`config.mk`:
```
export PLATFORM = sky130hd
export DESIGN_NAME = bpsk_symbol_scheduler
export DESIGN_NICKNAME = d
export VERILOG_FILES = /design/src/rtl/bpsk_pkg.sv /design/src/rtl/bpsk_symbol_timer.sv /design/src/rtl/bpsk_symbol_scheduler.sv
export SDC_FILE = /design/constraint.sdc
export NUM_CORES = 1
export LEC_CHECK = 0
export ABC_CLOCK_PERIOD_IN_PS = 2600
export BUFFER_PORTS_ARGS = -buffer_cell sky130_fd_sc_hd__buf_2
export CORE_MARGIN = 1.5
export CORE_UTILIZATION = 40
export DETAILED_ROUTE_END_ITERATION = 8
export HOLD_SLACK_MARGIN = 0.03
export PLACE_DENSITY_LB_ADDON = 0.3
export SYNTH_ARGS = -nofsm -noshare
export SYNTH_HDL_FRONTEND = slang
export SYNTH_SLANG_ARGS = --single-unit
export TNS_END_PERCENT = 100
```
`constraint.sdc`:
```
create_clock -name clk -period 2.6 [get_ports clk]
set_input_delay 0.13 -clock clk [delete_from_list [all_inputs] [get_ports clk]]
set_output_delay 0.13 -clock clk [all_outputs]
set_load 0.02 [all_outputs]
```
`src/rtl/bpsk_pkg.sv`:
```
`default_nettype none
// ============================================================================
// Module   : bpsk_pkg
// Brief    : Shared types, symbol constants and bit-to-symbol mapping for the
//            BPSK transmit path (scheduler and mapper).
// Revision : 1.0 - initial release
// ============================================================================
package bpsk_pkg;

    typedef enum logic [1:0] {
        IDLE = 2'd0,
        PRE  = 2'd1,
        DATA = 2'd2
    } state_t;

    localparam logic [1:0] SYM_POS  = 2'b01;
    localparam logic [1:0] SYM_NEG  = 2'b11;
    localparam logic [1:0] SYM_ZERO = 2'b00;

    // Bit 0 maps to +1, bit 1 maps to -1.
    function automatic logic [1:0] bpsk_map(input logic b);
        return b ? SYM_NEG : SYM_POS;
    endfunction

endpackage
`default_nettype wire

```
`src/rtl/bpsk_symbol_timer.sv`:
```
`default_nettype none
// ============================================================================
// Module   : bpsk_symbol_timer
// Brief    : Clock divider for symbol pacing. div_cnt counts 0..SYM_DIV-1
//            and wraps; clr forces it back to 0 on the next edge.
//            sym_tick_last : current cycle is the last of a symbol.
//            sym_tick_first: the coming cycle is the first of a symbol
//                            (used to produce a registered strobe).
// Revision : 1.0 - initial release
// ============================================================================
module bpsk_symbol_timer #(
    parameter int SYM_DIV = 4
) (
    input  logic clk,
    input  logic rst_n,
    input  logic clr,
    output logic sym_tick_first,
    output logic sym_tick_last
);

    localparam int                  c_div_w    = (SYM_DIV > 1) ? $clog2(SYM_DIV) : 1;
    localparam logic [c_div_w-1:0] c_div_last = c_div_w'(SYM_DIV - 1);

    logic [c_div_w-1:0] r_div_cnt;

    // Divider counter: clear has priority, otherwise wrap at SYM_DIV-1.
    always_ff @(posedge clk or negedge rst_n) begin
        if (!rst_n) begin
            r_div_cnt <= '0;
        end else if (clr || (r_div_cnt == c_div_last)) begin
            r_div_cnt <= '0;
        end else begin
            r_div_cnt <= r_div_cnt + 1'b1;
        end
    end

    assign sym_tick_last  = (r_div_cnt == c_div_last);
    assign sym_tick_first = clr || sym_tick_last;

endmodule
`default_nettype wire

```
`src/rtl/bpsk_symbol_scheduler.sv`:
```
`default_nettype none
// ============================================================================
// Module   : bpsk_symbol_scheduler
// Brief    : Accepts N-bit codewords over valid/ready and serialises them
//            LSB-first into 2-bit BPSK symbols, each held SYM_DIV cycles.
//            Build macro BPSK_PREAMBLE_EN: when defined, an alternating
//            PRE_LEN-symbol preamble precedes every burst.
// Revision : 1.0 - initial release
// ============================================================================
module bpsk_symbol_scheduler
    import bpsk_pkg::*;
#(
    parameter int N       = 8,
    parameter int SYM_DIV = 4,
    parameter int PRE_LEN = 8
) (
    input  logic         clk,
    input  logic         rst_n,
    input  logic [N-1:0] cw_data,
    input  logic         cw_valid,
    output logic         cw_ready,
    output logic [1:0]   sym_out,
    output logic         sym_valid,
    output logic         sym_strobe,
    output logic         frame_start,
    output logic         busy
);

    localparam int                 c_max_len  = (N > PRE_LEN) ? N : PRE_LEN;
    localparam int                 c_idx_w    = (c_max_len > 1) ? $clog2(c_max_len) : 1;
    localparam logic [c_idx_w-1:0] c_data_last = c_idx_w'(N - 1);
`ifdef BPSK_PREAMBLE_EN
    localparam logic [c_idx_w-1:0] c_pre_last  = c_idx_w'(PRE_LEN - 1);
`endif

    state_t             r_state;
    state_t             w_state_next;
    logic [c_idx_w-1:0] r_sym_idx;
    logic [c_idx_w-1:0] w_idx_next;
    logic [N-1:0]       r_cw_data_q;
    logic [N-1:0]       w_data_next;
    logic               w_data_bit;
    logic [1:0]         w_sym_next;
    logic [1:0]         r_sym_out;
    logic               r_sym_valid;
    logic               r_sym_strobe;
    logic               r_frame_start;
    logic               r_busy;
    logic               w_enter;
    logic               w_div_clr;
    logic               w_tick_first;
    logic               w_tick_last;
    logic               w_last_data;
    logic               w_cw_ready;
    logic               w_xfer;

    bpsk_symbol_timer #(
        .SYM_DIV (SYM_DIV)
    ) u_timer (
        .clk            (clk),
        .rst_n          (rst_n),
        .clr            (w_div_clr),
        .sym_tick_first (w_tick_first),
        .sym_tick_last  (w_tick_last)
    );

    // Ready is a pure decode of registered state: idle, or final cycle of the last data symbol.
    assign w_last_data = (r_state == DATA) && w_tick_last && (r_sym_idx == c_data_last);
    assign w_cw_ready  = (r_state == IDLE) || w_last_data;
    assign w_xfer      = cw_valid && w_cw_ready;
    assign w_div_clr   = w_enter || (r_state == IDLE);

    // Next-state decode; w_enter flags every state entry (including DATA re-entry).
    always_comb begin
        w_state_next = r_state;
        w_enter      = 1'b0;
        case (r_state)
            IDLE: begin
                if (w_xfer) begin
`ifdef BPSK_PREAMBLE_EN
                    w_state_next = PRE;
`else
                    w_state_next = DATA;
`endif
                    w_enter = 1'b1;
                end
            end
`ifdef BPSK_PREAMBLE_EN
            PRE: begin
                if (w_tick_last && (r_sym_idx == c_pre_last)) begin
                    w_state_next = DATA;
                    w_enter      = 1'b1;
                end
            end
`endif
            DATA: begin
                if (w_last_data) begin
                    w_state_next = w_xfer ? DATA : IDLE;
                    w_enter      = 1'b1;
                end
            end
            default: begin
                w_state_next = IDLE;
                w_enter      = 1'b1;
            end
        endcase
    end

    // Symbol index: cleared on entry and while idle, advanced at each symbol end.
    always_comb begin
        w_idx_next = r_sym_idx;
        if (w_enter || (r_state == IDLE)) begin
            w_idx_next = '0;
        end else if (w_tick_last) begin
            w_idx_next = r_sym_idx + 1'b1;
        end
    end

    // Symbol that will be on the wire next cycle, from the next state/index/word.
    always_comb begin
        w_data_next = w_xfer ? cw_data : r_cw_data_q;
        w_data_bit  = 1'b0;
        for (int i = 0; i < N; i++) begin
            if (w_idx_next == c_idx_w'(i)) begin
                w_data_bit = w_data_next[i];
            end
        end
        w_sym_next = SYM_ZERO;
        case (w_state_next)
`ifdef BPSK_PREAMBLE_EN
            PRE:     w_sym_next = bpsk_map(w_idx_next[0]);
`endif
            DATA:    w_sym_next = bpsk_map(w_data_bit);
            default: w_sym_next = SYM_ZERO;
        endcase
    end

    // State, index, capture register and registered outputs.
    always_ff @(posedge clk or negedge rst_n) begin
        if (!rst_n) begin
            r_state       <= IDLE;
            r_sym_idx     <= '0;
            r_cw_data_q   <= '0;
            r_sym_out     <= SYM_ZERO;
            r_sym_valid   <= 1'b0;
            r_sym_strobe  <= 1'b0;
            r_frame_start <= 1'b0;
            r_busy        <= 1'b0;
        end else begin
            r_state       <= w_state_next;
            r_sym_idx     <= w_idx_next;
            r_cw_data_q   <= w_data_next;
            r_sym_out     <= w_sym_next;
            r_sym_valid   <= (w_state_next != IDLE);
            r_sym_strobe  <= (w_state_next != IDLE) && w_tick_first;
            r_frame_start <= w_xfer;
            r_busy        <= (w_state_next != IDLE);
        end
    end

    assign cw_ready    = w_cw_ready;
    assign sym_out     = r_sym_out;
    assign sym_valid   = r_sym_valid;
    assign sym_strobe  = r_sym_strobe;
    assign frame_start = r_frame_start;
    assign busy        = r_busy;

endmodule
`default_nettype wire

```
==> Word-level counts from Yosys, hierarchy flattened <==
Index checks and enable logic that the tools add are counted.
{ "op_classes": {"add_sub_neg": 2, "multipliers": 0, "div": 0, "order_cmp": 0, "eq_ne": 11, "n_shift": 0, "muxes": 21, "bitwise_logic": 0, "n_reduce_logical": 10} }
{ "ops": {"columns": ["cell", "n"], "rows": [
  ["$eq 3x3->1 const B", 5],
  ["$mux 2", 6],
  ["$mux 1", 10],
  ["$mux 8", 1],
  ["$eq 2x2->1 const B", 3],
  ["$eq 3x2->1 const B", 2],
  ["$mux 3", 2],
  ["$logic_and 1x1->1", 4],
  ["$pmux 2 s2", 1],
  ["$add 3x1->3 const B", 1],
  ["$eq 3x1->1 const B", 1],
  ["$logic_not 3->1", 1],
  ["$logic_or 1x1->1", 3],
  ["$add 2x1->2 const B", 1],
  ["$logic_not 2->1", 1],
  ["$pmux 1 s2", 1],
  ["$reduce_bool 2->1", 1]
]} }
{ "totals": {"reg_bits": 20, "latchBits": 0, "mem_bits_rw": 0, "mem_bits_ro": 0, "inputBits": 11, "output_inout_bits": 7, "word_cells": 52, "mem_count": 0} }

==> Depth between registers and ports, before layout <==
Gate-level depths: netlist of run 1.
{ "depth": {"word_depth": 20, "depth_mapped": 8, "ltp_nobuf": 8} }

==> Hierarchy <==
Synthesis of run 1 repeated with hierarchy kept, for this count alone.
{ "unflattened": {"cells_unflattened": 86, "hier_area_um2": 982.2} }
{ "modules_own_cells": {"columns": ["mod", "n_inst", "cells_per_inst", "area_per_inst_um2", "seq_area_each_um2"], "rows": [
  ["bpsk_symbol_scheduler", 1, 80, 900.9, 450.4],
  ["bpsk_symbol_timer", 1, 6, 81.3, 50.0]
]} }

==> Worst setup path before layout of run 1 <==
No wires, ideal clock.
{ "synth_path": {"path_type": "reg-to-reg", "startpoint": "reg r_sym_idx[0]", "endpoint": "reg r_sym_out[1], in the netlist sym_out[1]", "setup_time_ns": 0.129, "arrival_ns": 1.889, "slack_ns": 0.582, "path_stages_with_launch": 8, "path_cell_list": "dfrtp_1 > ha_1 > ha_1 > a21boi_2 > nor3b_2 > mux4_1 > a32oi_1 > o31ai_1"} }
{ "synth_via": {"elab_chain_cells": 19} }
{ "synth_rtl": {"columns": ["element", "line", "rtl"], "rows": [
  ["start: declaration", "bpsk_symbol_scheduler.sv:38", "logic [c_idx_w-1:0] r_sym_idx;"],
  ["start signal: assignment", "bpsk_symbol_scheduler.sv:151", "r_sym_idx <= w_idx_next;"],
  ["$eq 3x3->1", "bpsk_symbol_scheduler.sv:68", "assign w_last_data = (r_state == DATA) && w_tick_last && (r_sym_idx == c_data_last);"],
  ["$logic_and 1x1->1", "bpsk_symbol_scheduler.sv:68", null],
  ["$logic_or 1x1->1", "bpsk_symbol_scheduler.sv:69", "assign w_cw_ready = (r_state == IDLE) || w_last_data;"],
  ["$logic_and 1x1->1", "bpsk_symbol_scheduler.sv:70", "assign w_xfer = cw_valid && w_cw_ready;"],
  ["$mux 1", "bpsk_symbol_scheduler.sv:79", "if (w_xfer) begin"],
  ["$pmux 1 s2", "bpsk_symbol_scheduler.sv:77", "case (r_state)"],
  ["$logic_or 1x1->1", "bpsk_symbol_scheduler.sv:112", "if (w_enter || (r_state == IDLE)) begin"],
  ["$mux 3", "bpsk_symbol_scheduler.sv:112", null],
  ["$logic_not 3->1", "bpsk_symbol_scheduler.sv:124", "if (w_idx_next == c_idx_w'(i)) begin"],
  ["$mux 1 (8 in a row)", "bpsk_symbol_scheduler.sv:124", null],
  ["$mux 2", "bpsk_pkg.sv:22", "return b ? SYM_NEG : SYM_POS;"],
  ["$mux 2 *", "bpsk_symbol_scheduler.sv:129", "case (w_state_next)"],
  ["named net w_sym_next[1]", "bpsk_symbol_scheduler.sv:43", "logic [1:0] w_sym_next;"],
  ["end signal: assignment", "bpsk_symbol_scheduler.sv:153", "r_sym_out <= w_sym_next;"],
  ["end: declaration", "bpsk_symbol_scheduler.sv:44", "logic [1:0] r_sym_out;"]
]} }
Mark *: on every way through the listed nets, which the timed path passes. The rest lies on a longest branch.

==> Worst setup path after layout of run 1 <==
{ "layout_path": {"startpoint": "reg r_sym_idx[0]", "endpoint": "reg r_sym_out[1], in the netlist sym_out[1]"} }
{ "layout_rtl": {"columns": ["element", "line", "rtl"], "rows": [
  ["$eq 3x3->1", "bpsk_symbol_scheduler.sv:68", null],
  ["$logic_and 1x1->1", "bpsk_symbol_scheduler.sv:68", null],
  ["$logic_or 1x1->1", "bpsk_symbol_scheduler.sv:69", null],
  ["$logic_and 1x1->1", "bpsk_symbol_scheduler.sv:70", null],
  ["$mux 8", "bpsk_symbol_scheduler.sv:121", "w_data_next = w_xfer ? cw_data : r_cw_data_q;"],
  ["named net w_data_next[1]", "bpsk_symbol_scheduler.sv:41", "logic [N-1:0] w_data_next;"],
  ["$mux 1 (7 in a row)", "bpsk_symbol_scheduler.sv:124", null],
  ["$mux 2", "bpsk_pkg.sv:22", null],
  ["$mux 2", "bpsk_symbol_scheduler.sv:129", null],
  ["named net w_sym_next[1]", "bpsk_symbol_scheduler.sv:43", null]
]} }
The timed path passes the listed nets, and every way through them passes these cells.

==> results of run 1 <==
sequential cells by signal, indices dropped and copies added, names as in the netlist:
signal             count
u_timer.r_div_cnt      2
sym_strobe             1
busy                   1
sym_out                2
r_sym_idx              3
r_cw_data_q            8
frame_start            1
r_state                2
metrics by stage:
| stage | worst slack [ns] | total power [mW] | util, % |
|---|---|---|---|
| floorplan | 0.582 | 0.430 | - |
| global placement | 0.377 | 0.459 | 47.6 |
| detailed placement | 0.338 | 0.463 | 47.6 |
| CTS | 0.330 | 0.710 | 50.4 |
| global route | 0.156 | 0.731 | 50.4 |
| finish | 0.337 | 0.704 | 50.4 |
cell type report:
class	count	area, um2	area share, %
Inverter	5	18.8	1.67
Tap cell	28	35.0	3.11
Sequential cell	20	500	44.5
Clock inverter	1	30.0	2.67
Clock buffer	3	22.5	2.00
Timing Repair Buffer	19	103	9.12
Multi-Input combinational cell	49	415	36.9
Yosys cell counts (all sizes together):
library cell / number / share of area, %
nand2: 1 / 0.39
nor3b: 3 / 2.9
buf: 3 / 2.7
dfrtp: 20 / 52
o31ai: 1 / 0.78
nand3b: 1 / 0.78
o21ai: 2 / 1.0
or2: 1 / 0.65
nor2: 9 / 3.5
nand2b: 2 / 1.3
mux4: 2 / 5.5
ha: 3 / 3.9
inv: 5 / 2.0
a32oi: 1 / 0.91
conb: 1 / 0.39
a31oi: 1 / 0.65
a21oi: 2 / 1.0
mux2: 8 / 11
a21o: 1 / 0.78
nor3: 4 / 2.1
a211oi: 1 / 0.78
a221oi: 2 / 2.5
nor2b: 2 / 1.3
a21boi: 1 / 1.2
per-layer routing:
| metal | GRT usage [%] | vias up | wire length, um |
|---|---|---|---|
| li1 | - | 315 | - |
| met1 | 19.9 | 316 | 790 |
| met2 | 20.7 | 12 | 779 |
| met3 | 2.59 | 6 | 55 |
| met4 | 7.46 | 0 | 31 |
| met5 | 0 | - | 0 |
repair_timing:
| item | CTS | global route |
|---|---|---|
| endpoints found under the hold margin | 20 | 0 |
| gates resized for setup | 0 | 0 |
| hold buffers | 1 | 0 |
cells in the final DEF, fill, tap and decap left out, drive strengths merged, types with 3 or more instances in the layout:
cell type  Yosys  final
dfrtp         20     20
buf            3     18
nor2           9      9
mux2           8      8
inv            5      5
nor3           4      4
ha             3      3
clkbuf         0      3
nor3b          3      3
power by group through the flow:
| stage | Clock (mW) | Combinational (mW) | Sequential (mW) |
|---|---|---|---|
| 2_1_floorplan | 0 | 0.0646 | 0.366 |
| 3_3_place_gp | 0 | 0.0979 | 0.361 |
| 3_5_place_dp | 0 | 0.101 | 0.362 |
| 4_1_cts | 0.252 | 0.101 | 0.356 |
| 5_1_grt | 0.261 | 0.110 | 0.360 |
| 6_report | 0.248 | 0.0999 | 0.356 |
critical path: stages (launching register included):
cell and delay (ns):
dfrtp_1 0.45, ha_1 0.18, ha_1 0.26, a21boi_2 0.11
nor3b_2 0.23, buf_4 0.23, mux2_4 0.33, a221oi_1 0.27
o31ai_1 0.10
logic make-up after synthesis:
family | count (synthesis)
simple gates | 23
buf+inv | 8
mux | 10
flops | 20
fa+ha+maj | 3
other cells | 1
compound gates | 12
final timing paths:
check / end / slack [ns]
worst max-delay path: sym_out[1] / 0.34
worst min-delay path: r_cw_data_q[0] / 0.07
worst max register to register: sym_out[1] / 0.34
worst min register to register: u_timer.r_div_cnt[0] / 0.45
max in group asynchronous: r_sym_idx[0] / 2.00
min in group asynchronous: r_cw_data_q[7] / 0.30
==> flow_metrics.py, run 1 <==
metrics = {
    "die": {
        "initial_core_util_pct": 43.0,
        "die_w_um": 52.0,
        "die_h_um": 52.0,
        "pin_count": 18,
        "coreArea_um2": 2230,
        "die_area_um2": 2710,
        "num_rows": 17,
    },
    "detailed_routing": {
        "via_per_inst": 5.19,
        "initialDrtViolationCount": 6,
        "vias": 649,
        "drc": 0,
        "routedWlPerCell_um": 13.2,
        "wl_um": 1660,
        "drtAntennaViolNets": 0,
        "first_pass_iters": 3,
    },
    "timing": {
        "setup_viol": 0,
        "max_freq_mhz": 442,
        "period_minus_slack_ns": 2.26,
        "tns_ns": 0,
        "final_max_slew_viol_count": 0,
        "fin_skew_ns": 0.00143,
        "grt_setup_unrepaired": "no",
        "hold_ws_ns": 0.0683,
        "hold_viol": 0,
        "finalCritPeriodShare_pct": 87.0,
    },
    "power_and_ir_drop": {
        "pwr-share-seq_pct": 50.6,
        "switching_share_pct": 21.5,
        "power_density_nw_per_um2": 626,
        "internal_power_mw": 0.553,
        "ir_worst_vdd_uv": 420,
        "p_sw_mw": 0.151,
        "combPwrFrac_pct": 14.2,
        "p_leak_nw": 0.545,
        "pwr-share-clk_pct": 35.2,
    },
    "synth": {
        "yosys-mux-area-fraction_pct": 16.4,
        "synthAdderAreaFrac_pct": 3.91,
        "synth_xor_area_share_pct": 0,
        "ys_types": 28,
        "synth_top_family_by_area": "multiplexers",
        "synth.avg_cell_area_um2": 12.5,
        "syn-num-nets": 91,
        "synth_compound_area_share_pct": 9.64,
        "syn_area_um2": 961,
        "yosysSeqAreaShare_pct": 52.1,
        "synth-simple-area-share_pct": 12.9,
        "synth_warnings": 0,
        "ys_ff_latch": 20,
        "syn_inst": 77,
    },
    "global_routing": {
        "grt_max_degree": 21,
        "grt_pass1_vias": 641,
        "antenna_found_initial": 0,
        "grt_pass1_wl_um": 2840,
        "grt.overflow.total": 0,
        "groute.usage.overall_pct": 14.2,
    },
    "min_path": {
        "hold_depth": 2,
        "hold_class": "primary input to flop",
        "worstHoldStart": "cw_data[0]",
    },
    "setup_path": {
        "cp-end-kind": "flop",
        "arrival_ns": 2.45,
        "cp-startpoint": "r_sym_idx[0]",
        "worstPathRequired_ns": 2.79,
        "crit_fanout": 10,
        "crit_path_start_kind": "flop",
        "reg2regPathDepth": 8,
        "path_class": "flop to flop",
        "reg2reg_from": "r_sym_idx[0]",
    },
    "run_status": {
        "status": "finished, final reports clean",
    },
    "finish": {
        "fin_area_um2": 1120,
        "stdcell_count": 125,
        "fillCellCount": 212,
        "diodes": 0,
        "nets": 112,
        "syn2layout_area_growth_pct": 17.1,
        "drive_gt1_share_pct": 34.0,
    },
    "clock_network": {
        "max-clock-path-buffers": 2,
        "clk_latency_ns": 0.29,
        "post_cts_buffers": 0,
        "tritoncts": "done",
        "numCtsBuffers": 3,
        "clkTransAtPathRegs_ns": 0.11,
        "cts_root_buf": "clkbuf_4",
        "cts_htree_levels": 1,
        "clkSinkCount": 20,
    },
    "placement": {
        "hpwlAfterDp_um": 1280,
        "placed_area_um2": 1060,
        "gp_congestion": 0.731,
        "portBuffers": 17,
        "dp.cells": 120,
    },
    "run": {
        "maxCapViolCount": 0,
    },
}
Note: power is estimated with default switching activity, not from simulation.
==> run 2: changes to the inputs <==
--- a/config.mk
+++ b/config.mk
@@ -11,8 +11,8 @@
 export CORE_UTILIZATION = 40
 export DETAILED_ROUTE_END_ITERATION = 8
 export HOLD_SLACK_MARGIN = 0.03
-export PLACE_DENSITY_LB_ADDON = 0.3
 export SYNTH_ARGS = -nofsm -noshare
 export SYNTH_HDL_FRONTEND = slang
+export SYNTH_HIERARCHICAL = 1
 export SYNTH_SLANG_ARGS = --single-unit
 export TNS_END_PERCENT = 100
==> flow_metrics.py, run 2 <==
metrics = {
    "run_status": {
        "status": "finished, final reports clean",
    },
    "clock_network": {
        "cts_root_buf": "clkbuf_4",
        "tritoncts": "done",
        "clkTransAtPathRegs_ns": 0.12,
        "max-clock-path-buffers": 2,
        "post_cts_buffers": 0,
        "clkSinkCount": 20,
        "cts_htree_levels": 1,
        "clk_latency_ns": 0.30,
        "numCtsBuffers": 3,
    },
    "synth": {
        "syn_area_um2": 982,
        "syn_inst": 86,
        "yosys.area.top_type": "dfrtp_1",
        "yosysSeqAreaShare_pct": 51.0,
        "syn-num-nets": 100,
        "async_reset_ff_share_pct": 100,
        "yosys-top-cells-count": "dfrtp_1 (20), nand2_1 (14), mux2_2 (9)",
        "synth-main-ff-cell": "dfrtp_1",
        "ys_ff_latch": 20,
        "ys_types": 29,
        "synth_warnings": 6,
        "synth_top_area_share_pct": 51.0,
        "synth.most_common_cell": "dfrtp_1",
        "synth.avg_cell_area_um2": 11.4,
        "synth_area_leaders": "dfrtp_1 (51%), mux2_2 (10%), nand2_1 (5.4%)",
        "synth_edf_count": 0,
    },
    "finish": {
        "largest_reg_flops": 8,
        "multi_input_area_um2": 457,
        "top_register": "r_cw_data_q",
        "diodes": 0,
        "fillCellCount": 217,
        "reg.largest.list": "r_cw_data_q x8, r_sym_idx x3",
        "most-common-layout-cells": "dfrtp_1 (20), buf_2 (17), nand2_1 (14), mux2_2 (9), a21oi_1 (5)",
        "drive_gt1_share_pct": 32.7,
        "fin_area_um2": 1160,
        "final_common_cell": "dfrtp_1",
        "syn2layout_area_growth_pct": 18.0,
        "regArea_um2": 500,
        "nets": 122,
    },
    "detailed_routing": {
        "vias": 672,
        "drtAntennaViolNets": 0,
        "wl_um": 1660,
        "routedWlPerCell_um": 12.3,
        "via_per_inst": 4.98,
        "drc": 0,
        "first_pass_iters": 4,
        "initialDrtViolationCount": 2,
    },
    "placement": {
        "dp_slack_ns": 0.156,
        "gp_congestion": 0.748,
        "hpwlAfterDp_um": 1280,
        "portBuffers": 17,
        "placed_area_um2": 1090,
    },
    "setup_path": {
        "worstPathRequired_ns": 2.79,
        "cpPeakStageDelay_ns": 0.45,
        "arrival_ns": 2.40,
        "crit_path_start_kind": "flop",
        "slowest_stage": "nor2_2",
        "path_class": "flop to flop",
        "cpMostUsedCell": "ha_1",
        "crit_fanout": 13,
        "cp-end-kind": "flop",
        "path_cells": "ha_1 > ha_1 > a21boi_1 > nor2_2 > mux2_2 > a2bb2oi_2 > o311ai_1 > a21oi_1",
    },
    "timing": {
        "hold_viol": 0,
        "period_minus_slack_ns": 2.21,
        "fin_skew_ns": 0.0128,
        "max_slew_margin_pct": 64.6,
        "tns_ns": 0,
        "finalCritPeriodShare_pct": 85.1,
        "worst_pin_slew_ns": 0.531,
        "max_freq_mhz": 452,
        "grt_setup_unrepaired": "no",
        "setup_slack_ns": 0.386,
        "setup_viol": 0,
        "final_max_slew_viol_count": 0,
    },
    "run": {
        "maxCapViolCount": 0,
    },
    "die": {
        "die_w_um": 52.6,
        "initial_core_util_pct": 43.6,
        "num_rows": 17,
        "pin_count": 18,
        "die_area_um2": 2760,
        "die_h_um": 52.6,
        "coreArea_um2": 2250,
    },
    "power_and_ir_drop": {
        "p_leak_nw": 0.567,
        "power_density_nw_per_um2": 625,
        "ir_worst_vdd_uv": 368,
    },
    "min_path": {
        "hold_class": "primary input to flop",
    },
    "global_routing": {
        "grt_pass1_vias": 664,
        "grt_max_degree": 21,
        "groute.usage.overall_pct": 14.4,
        "grt_pass1_wl_um": 2830,
        "antenna_found_initial": 0,
        "grt.overflow.total": 0,
    },
}
run 2: changes by cell type in the layout (fill, tap and decap cells not counted), sizes merged, moves of 2 or more:
cell,previous run,this run
a21oi,2,5
nor3,4,2
a221oi,2,0
mux4,2,0
inv,5,1
o21a,0,2
nor2,9,3
and2,0,2
mux2i,0,3
nand2,1,14
run 2: layer usage:
metal	up-vias	share of wire [%]	global-route usage [%]
met1	314	49	18.8
li1	339	-	-
met3	2	4.8	2.86
met4	0	0.85	6.41
met2	17	45	22.7
met5	-	0	0
run 2: cell families (layout without fill, tap and decap cells):
| group | Yosys count | after routing | synth area share (%) |
|---|---|---|---|
| other | 1 | 1 | 0.382 |
| buffers and inverters | 4 | 25 | 2.80 |
| adder cells (fa/ha/maj) | 3 | 3 | 3.82 |
| multiplexers | 12 | 12 | 13.4 |
| XOR/XNOR | 1 | 1 | 2.80 |
| AO/OA/AOI/OAI | 14 | 14 | 10.1 |
| AND/OR/NAND/NOR | 31 | 31 | 15.8 |
| flip-flops | 20 | 20 | 51.0 |
run 2: critical path: cells and delay by family, from the launching register on:
family          cells  cell delay, ns
mux                 1            0.42
fa+ha+maj           2            0.37
simple gates        1            0.45
compound gates      4            0.48
flops               1            0.39
run 2: repair_timing:
item	4_1_cts	5_1_grt
endpoints found under the hold margin	20	0
hold buffers	1	0
gates resized for setup	0	1
endpoints found under the setup margin	0	1
run 2: power by group:
part           switching, mW  internal (mW)
Sequential            0.0133          0.348
Clock                 0.0971          0.156
Combinational         0.0574         0.0535
run 2: stage by stage:
step	hold WS (ns)	util, %	total power, mW	instances
after floorplan	-0.166	-	0.443	86
after global placement	0.102	48.5	0.476	130
after detailed placement	0.105	48.5	0.480	130
after CTS	0.0471	51.3	0.735	135
after global routing	0.0615	51.4	0.760	135
final	0.0491	51.4	0.725	135
run 2: final timing paths:
path                       depth (start not counted)              endpoint  slack [ns]                 start
setup / recovery                                   8            sym_out[1]        0.39          r_sym_idx[1]
hold / removal                                     3        r_cw_data_q[6]        0.05            cw_data[6]
setup reg to reg                                   8            sym_out[1]        0.39          r_sym_idx[1]
hold reg to reg                                    1  u_timer/r_div_cnt[0]        0.45  u_timer/r_div_cnt[0]
max in group asynchronous                          2          r_sym_idx[1]        1.99                 rst_n
min in group asynchronous                          2            sym_out[0]        0.29                 rst_n
run 2: final cells by class:
type                    count  area share, %
repair buffers             20           9.50
inverters                   1          0.324
well taps                  28           3.02
flip-flops and latches     20           43.2
clock buffers               3           1.94
multi-input cells          62           39.4
clock inverters             1           2.59
